--- src/rtl/cam_ctrl.sv ---
// Purpose : command sequencer in front of the credential CAM; owns the valid bitmap and slot allocation.
// Latency : accept -> rsp_valid in LOOKUP_LATENCY+3 cycles (LOOKUP_LATENCY+4 on a written insert, 1 on reserved op).
// Backpr. : one command in flight; cmd_ready only in IDLE, response held stable until rsp_ready.
// Ports   : cmd_* (valid/ready request in), rsp_* (valid/ready status out), cam_* (CAM search/write
//           port), count/full (occupancy of the valid bitmap). rst is asynchronous, active-low.
module cam_ctrl #(
    parameter int DATA_WIDTH     = 4,
    parameter int ADDR_WIDTH     = 2,
    parameter int LOOKUP_LATENCY = 1
) (
    input  logic                  clk,
    input  logic                  rst,
    input  logic                  cmd_valid,
    output logic                  cmd_ready,
    input  logic [1:0]            cmd_op,
    input  logic [DATA_WIDTH-1:0] cmd_data,
    output logic                  rsp_valid,
    input  logic                  rsp_ready,
    output logic [1:0]            rsp_status,
    output logic [ADDR_WIDTH-1:0] rsp_addr,
    output logic                  cam_write_enable,
    output logic [ADDR_WIDTH-1:0] cam_write_addr,
    output logic [DATA_WIDTH-1:0] cam_din,
    output logic                  cam_start,
    input  logic                  cam_match,
    input  logic [ADDR_WIDTH-1:0] cam_match_addr,
    output logic [ADDR_WIDTH:0]   count,
    output logic                  full
);
    localparam int ENTRIES = 2**ADDR_WIDTH;
    localparam int LCW     = (LOOKUP_LATENCY < 1) ? 1 : $clog2(LOOKUP_LATENCY + 1);
    localparam logic [ADDR_WIDTH:0] CNT_ONE = 1;

    localparam logic [1:0] OP_LOOKUP = 2'b00;
    localparam logic [1:0] OP_INSERT = 2'b01;
    localparam logic [1:0] OP_DELETE = 2'b10;
    localparam logic [1:0] OP_RSV    = 2'b11;

    localparam logic [1:0] ST_OK   = 2'b00;
    localparam logic [1:0] ST_NF   = 2'b01;
    localparam logic [1:0] ST_DUP  = 2'b10;
    localparam logic [1:0] ST_FULL = 2'b11;

    typedef enum logic [2:0] {S_IDLE, S_SEARCH, S_DECIDE, S_WRITE, S_RESP} state_t;

    state_t                 state_q, state_d;
    logic [1:0]             op_q, op_d;
    logic [DATA_WIDTH-1:0]  key_q, key_d;
    logic [LCW-1:0]         lat_q, lat_d;
    logic                   match_q, match_d;
    logic [ADDR_WIDTH-1:0]  maddr_q, maddr_d;
    logic [ADDR_WIDTH-1:0]  target_q, target_d;
    logic [ENTRIES-1:0]     valid_q, valid_d;
    logic [ADDR_WIDTH:0]    count_q, count_d;
    logic [1:0]             status_q, status_d;
    logic [ADDR_WIDTH-1:0]  addr_q, addr_d;

    logic                   free_found;
    logic [ADDR_WIDTH-1:0]  free_idx;
    logic                   valid_hit;

    // cmd_ready is gated by rst so the controller advertises nothing while held in reset.
    assign cmd_ready  = rst && (state_q == S_IDLE);
    assign rsp_valid  = (state_q == S_RESP);
    assign rsp_status = status_q;
    assign rsp_addr   = addr_q;
    assign count      = count_q;
    assign full       = (count_q == (ADDR_WIDTH+1)'(ENTRIES));

    // The CAM has no valid notion: a match only counts if the bitmap agrees.
    assign valid_hit  = match_q && valid_q[maddr_q];

    // Lowest free slot; scanning downwards leaves the lowest index last.
    always_comb begin
        free_found = 1'b0;
        free_idx   = '0;
        for (int i = ENTRIES - 1; i >= 0; i--) begin
            if (!valid_q[i]) begin
                free_found = 1'b1;
                free_idx   = ADDR_WIDTH'(i);
            end
        end
    end

    always_comb begin
        state_d          = state_q;
        op_d             = op_q;
        key_d            = key_q;
        lat_d            = lat_q;
        match_d          = match_q;
        maddr_d          = maddr_q;
        target_d         = target_q;
        valid_d          = valid_q;
        count_d          = count_q;
        status_d         = status_q;
        addr_d           = addr_q;
        cam_start        = 1'b0;
        cam_write_enable = 1'b0;
        cam_write_addr   = '0;
        cam_din          = '0;

        unique case (state_q)
            S_IDLE: begin
                if (cmd_valid && cmd_ready) begin
                    op_d  = cmd_op;
                    key_d = cmd_data;
                    if (cmd_op == OP_RSV) begin
                        status_d = ST_FULL;
                        addr_d   = '0;
                        state_d  = S_RESP;
                    end else begin
                        lat_d   = LCW'(LOOKUP_LATENCY);
                        state_d = S_SEARCH;
                    end
                end
            end
            S_SEARCH: begin
                cam_din   = key_q;
                cam_start = 1'b1;
                if (lat_q == '0) begin
                    match_d = cam_match;
                    maddr_d = cam_match_addr;
                    state_d = S_DECIDE;
                end else begin
                    lat_d = lat_q - LCW'(1);
                end
            end
            S_DECIDE: begin
                state_d  = S_RESP;
                status_d = ST_NF;
                addr_d   = '0;
                case (op_q)
                    OP_LOOKUP: begin
                        if (valid_hit) begin
                            status_d = ST_OK;
                            addr_d   = maddr_q;
                        end
                    end
                    OP_DELETE: begin
                        if (valid_hit) begin
                            valid_d[maddr_q] = 1'b0;
                            count_d          = count_q - CNT_ONE;
                            status_d         = ST_OK;
                            addr_d           = maddr_q;
                        end
                    end
                    OP_INSERT: begin
                        if (valid_hit) begin
                            status_d = ST_DUP;
                        end else if (match_q) begin
                            // Reusing the lowest stale copy keeps valid keys at their lowest CAM address.
                            target_d = maddr_q;
                            state_d  = S_WRITE;
                        end else if (full || !free_found) begin
                            status_d = ST_FULL;
                        end else begin
                            target_d = free_idx;
                            state_d  = S_WRITE;
                        end
                    end
                    default: status_d = ST_FULL;
                endcase
            end
            S_WRITE: begin
                cam_write_enable  = 1'b1;
                cam_write_addr    = target_q;
                cam_din           = key_q;
                valid_d[target_q] = 1'b1;
                count_d           = count_q + CNT_ONE;
                status_d          = ST_OK;
                addr_d            = target_q;
                state_d           = S_RESP;
            end
            S_RESP: begin
                if (rsp_ready) state_d = S_IDLE;
            end
            default: state_d = S_IDLE;
        endcase
    end

    always_ff @(posedge clk or negedge rst) begin
        if (!rst) begin
            state_q  <= S_IDLE;
            op_q     <= '0;
            key_q    <= '0;
            lat_q    <= '0;
            match_q  <= 1'b0;
            maddr_q  <= '0;
            target_q <= '0;
            valid_q  <= '0;
            count_q  <= '0;
            status_q <= '0;
            addr_q   <= '0;
        end else begin
            state_q  <= state_d;
            op_q     <= op_d;
            key_q    <= key_d;
            lat_q    <= lat_d;
            match_q  <= match_d;
            maddr_q  <= maddr_d;
            target_q <= target_d;
            valid_q  <= valid_d;
            count_q  <= count_d;
            status_q <= status_d;
            addr_q   <= addr_d;
        end
    end
endmodule

--- config.mk ---
export PLATFORM = sky130hd
export DESIGN_NAME = cam_ctrl
export DESIGN_NICKNAME = d
export VERILOG_FILES = /design/src/rtl/cam_ctrl.sv
export SDC_FILE = /design/constraint.sdc
export NUM_CORES = 1
export LEC_CHECK = 0
export ABC_CLOCK_PERIOD_IN_PS = 2810
export CORE_MARGIN = 4
export CORE_UTILIZATION = 30
export CTS_BUF_LIST = sky130_fd_sc_hd__clkbuf_2 sky130_fd_sc_hd__clkbuf_4 sky130_fd_sc_hd__clkbuf_8
export CTS_CLUSTER_SIZE = 12
export DETAILED_ROUTE_END_ITERATION = 12
export PLACE_DENSITY_LB_ADDON = 0.3
export SLEW_MARGIN = 20
export SYNTH_ARGS = -nofsm -noshare
export SYNTH_HDL_FRONTEND = slang
export SYNTH_SLANG_ARGS = --single-unit
export TNS_END_PERCENT = 10
--- constraint.sdc ---
create_clock -name clk -period 2.81 [get_ports clk]
set_input_delay 0.7025 -clock clk [delete_from_list [all_inputs] [get_ports clk]]
set_output_delay 0.7025 -clock clk [all_outputs]
set_load 0.05 [all_outputs]
==> results_dict.tcl <==
set metrics [dict create \
    outcome "completed" \
    final_cell_mix "sky130_fd_sc_hd__dfrtp_1 (26), sky130_fd_sc_hd__clkdlybuf4s50_1 (22), sky130_fd_sc_hd__nand2_1 (15)" \
    synth_simple_gate_area_share_pct 17.39 \
    placementRows 23 \
    maximum_clock_insertion_buffer_count 2 \
    seq_power_share_pct 37.5 \
    synthCells 124 \
    synth_largest_area_cell "sky130_fd_sc_hd__dfrtp_1" \
    avgSynthCellArea_um2 10.44 \
    number_of_global_route_vias_before_repair 1059 \
    via_count 1066 \
    root_buffer "sky130_fd_sc_hd__clkbuf_8" \
    synth_top_family_by_area "simple AND/OR/NAND/NOR gates" \
    power_switching_share_pct 45.37 \
    setup.worst_path.start_class "flip-flop" \
    chipWidth_um 73.70 \
    antenna_violating_nets_post_route 0 \
    area_growth_syn_to_layout_pct 33.91 \
    groute.usage.overall_pct 11.79 \
    layout.cells.non_filler 207 \
    cts-buffers-inserted 3 \
    rsz0062_at_grt "no" \
    drt_first_iter_violations 41 \
    switchingPower_uw 881.0 \
    wire_length_of_the_first_global_routing_pass_um 5085 \
    power.combinational.fraction_pct 50.3 \
    synth.yosys.warnings 0 \
    timing.critical_path.fanout_max 11 \
    path_clk_slew_ns 0.09 \
    floorplan.die.height_um 73.70 \
    synth_fp_nets 138 \
    hold_viol 0 \
    worst_hold_path_type "flip-flop to flip-flop" \
    globalplace.congestion 0.8408 \
    dp_cells 203 \
    worst_vdd_drop_mv 0.4049 \
    netlist-cell-type-count 36 \
    totalNegativeSetupSlack_ns 0 \
    fraction_of_final_layout_cells_sized_beyond_drive_strength_1_pct 17.20 \
    finish.instance_area_um2 1734 \
    netlist_area_um2 1295 \
    detailedRoute.firstPassIterationCount 4 \
    layout.cells.most_common "sky130_fd_sc_hd__dfrtp_1" \
    wl_per_cell_um 14.28 \
    antenna_cells 0 \
    dieArea_um2 5432 \
    worst_clock_skew_on_the_final_layout_ns 0.005259 \
    post_cts_buffers 0 \
    layout_nets 172 \
    worst_skew_pair.late_latency_ns 0.26 \
    setup.worst_path.end_class "primary output" \
    overflow 0 \
    synth-xor-area-share_pct 1.353 \
    setup_viol 0 \
    synth_compound_area_share_pct 14.69 \
    netlist.area_leader.share_pct 50.24 \
    worst_ep_required_time_ns 2.11 \
    cell_internal_pwr_mw 1.061 \
    worst_pin_slew_ns 0.5301 \
    dp_hpwl_um 2337 \
    power.density_nw_per_um2 1120 \
    cts_tree "yes" \
    clk_network_pwr_share_pct 12.3 \
    worst_slew_margin_rel_pct 64.66 \
    finalCritPeriodShare_pct 91.94 \
    pin_count 31 \
    final-max-slew-violation-count 0 \
    synth.mux.area_fraction_pct 11.01 \
    port_buffers 30 \
    max_cap_violations 0 \
    leakage_nw 0.7476 \
    cts_htree_levels 1 \
    clock-sinks 26 \
    core_region_area_um2 4086 \
    place_area_um2 1679 \
    starting_density_of_the_core_pct 31.69 \
    synth_seq_area_share_pct 50.24 \
    fmax_mhz 387.1 \
    grt_max_degree 27 \
    detail_route.wirelength_um 2955 \
    postCtsHoldBufs 0 \
    post_cts_resize_count 0 \
    drc 0 \
    number_of_antenna_violations_at_the_first_check_in_global_routing 0 \
    synth_adder_area_share_pct 1.546 \
    final.fill_count 392 \
    timing_worst_setup_path_type "flip-flop to primary output" \
    synth_area_leaders "sky130_fd_sc_hd__dfrtp_1 (50%), sky130_fd_sc_hd__mux2_2 (7.8%), sky130_fd_sc_hd__nand2_1 (4.3%)" \
    finalCriticalPeriod_ns 2.584 \
    critPathArrivalTime_ns 1.88 \
    yosys_register_bits 26 \
    routed_via_density 5.150 \
]
-- per-stage QoR --
step | hold WS (ns) | power [mW] | setup WS, ns | utilization [%]
6_report | 0.5071 | 1.942 | 0.2264 | 42.44
5_1_grt | 0.5331 | 2.077 | 0.05730 | 42.44
4_1_cts | 0.5159 | 1.954 | 0.2338 | 42.44
3_5_place_dp | 0.4956 | 1.709 | 0.4356 | 41.09
3_3_place_gp | 0.4823 | 1.687 | 0.4184 | 41.09
2_1_floorplan | 0.4069 | 1.386 | 0.2390 | -
-- sequential cells by signal, indices dropped and copies added, names as in the netlist --
name / flops
rsp_addr: 2
rsp_status: 2
count: 3
match_q: 1
maddr_q: 2
key_q: 4
valid_q: 4
state_q: 3
lat_q: 1
target_q: 2
op_q: 2
-- routing by layer --
| metal | part of all wire (%) | vias up | global-route usage, % |
|---|---|---|---|
| met4 | 0.24 | 0 | 1.207 |
| met2 | 45 | 34 | 18.80 |
| met3 | 6.4 | 2 | 2.873 |
| met1 | 49 | 523 | 16.75 |
| li1 | - | 507 | - |
| met5 | 0 | - | 0 |
-- logic make-up after synthesis --
| kind of cell | count (synthesis) |
|---|---|
| mux | 13 |
| xor+xnor | 2 |
| fa+ha+maj | 1 |
| flops | 26 |
| buf+inv | 13 |
| simple gates | 41 |
| compound gates | 28 |
-- cells in the mapped netlist (all sizes together) --
cell / number
o31ai: 5
o211ai: 1
and3b: 1
a41oi: 1
mux2: 10
a31oi: 1
nand3: 2
or2: 1
fa: 1
nand4b: 1
dfrtp: 26
a311oi: 1
mux2i: 3
and3: 1
nor3: 3
nor3b: 1
clkbuf: 3
a221oi: 1
nand2: 15
a21boi: 1
nor4b: 1
a22o: 1
nand4: 1
inv: 10
or4b: 1
a21oi: 3
o22ai: 2
nor2b: 3
or2b: 1
xor2: 2
o22a: 2
o21ai: 9
nor2: 5
and2: 4
-- worst max-delay path: stages, from the launching register on --
cell and delay [ns]:
sky130_fd_sc_hd__dfrtp_1 0.55, sky130_fd_sc_hd__nor2b_1 0.34, sky130_fd_sc_hd__nand2_1 0.21, sky130_fd_sc_hd__inv_1 0.14, sky130_fd_sc_hd__nand2_1 0.12, sky130_fd_sc_hd__inv_1 0.12
sky130_fd_sc_hd__buf_12 0.14
-- power groups by stage --
stage	Clock, mW	Combinational [mW]	Sequential, mW
2_1_floorplan	0	0.582	0.804
3_3_place_gp	0	0.963	0.724
3_5_place_dp	0	0.977	0.732
4_1_cts	0.246	0.982	0.726
5_1_grt	0.265	1.06	0.755
6_report	0.238	0.976	0.727
-- path summary, 6_finish.rpt --
kind | startpoint | to | slack (ns) | depth (start not counted)
setup / recovery | state_q[0] | cam_write_addr[1] | 0.23 | 6
hold / removal | rsp_status[0] | rsp_status[0] | 0.51 | 1
setup reg to reg | state_q[0] | count[2] | 0.64 | 6
hold reg to reg | rsp_status[0] | rsp_status[0] | 0.51 | 1
max in group asynchronous | rst | op_q[1] | 1.66 | 2
min in group asynchronous | rst | valid_q[2] | 0.89 | 2
-- layout make-up --
type,count,area (um^2),share of cell area (%)
clock buffers,4,55.05,3.175
repair buffers,32,332.8,19.19
well taps,50,62.56,3.608
multi-input cells,85,595.6,34.34
flip-flops and latches,26,650.6,37.52
inverters,10,37.54,2.165
Note: power is estimated with default switching activity, not from simulation.
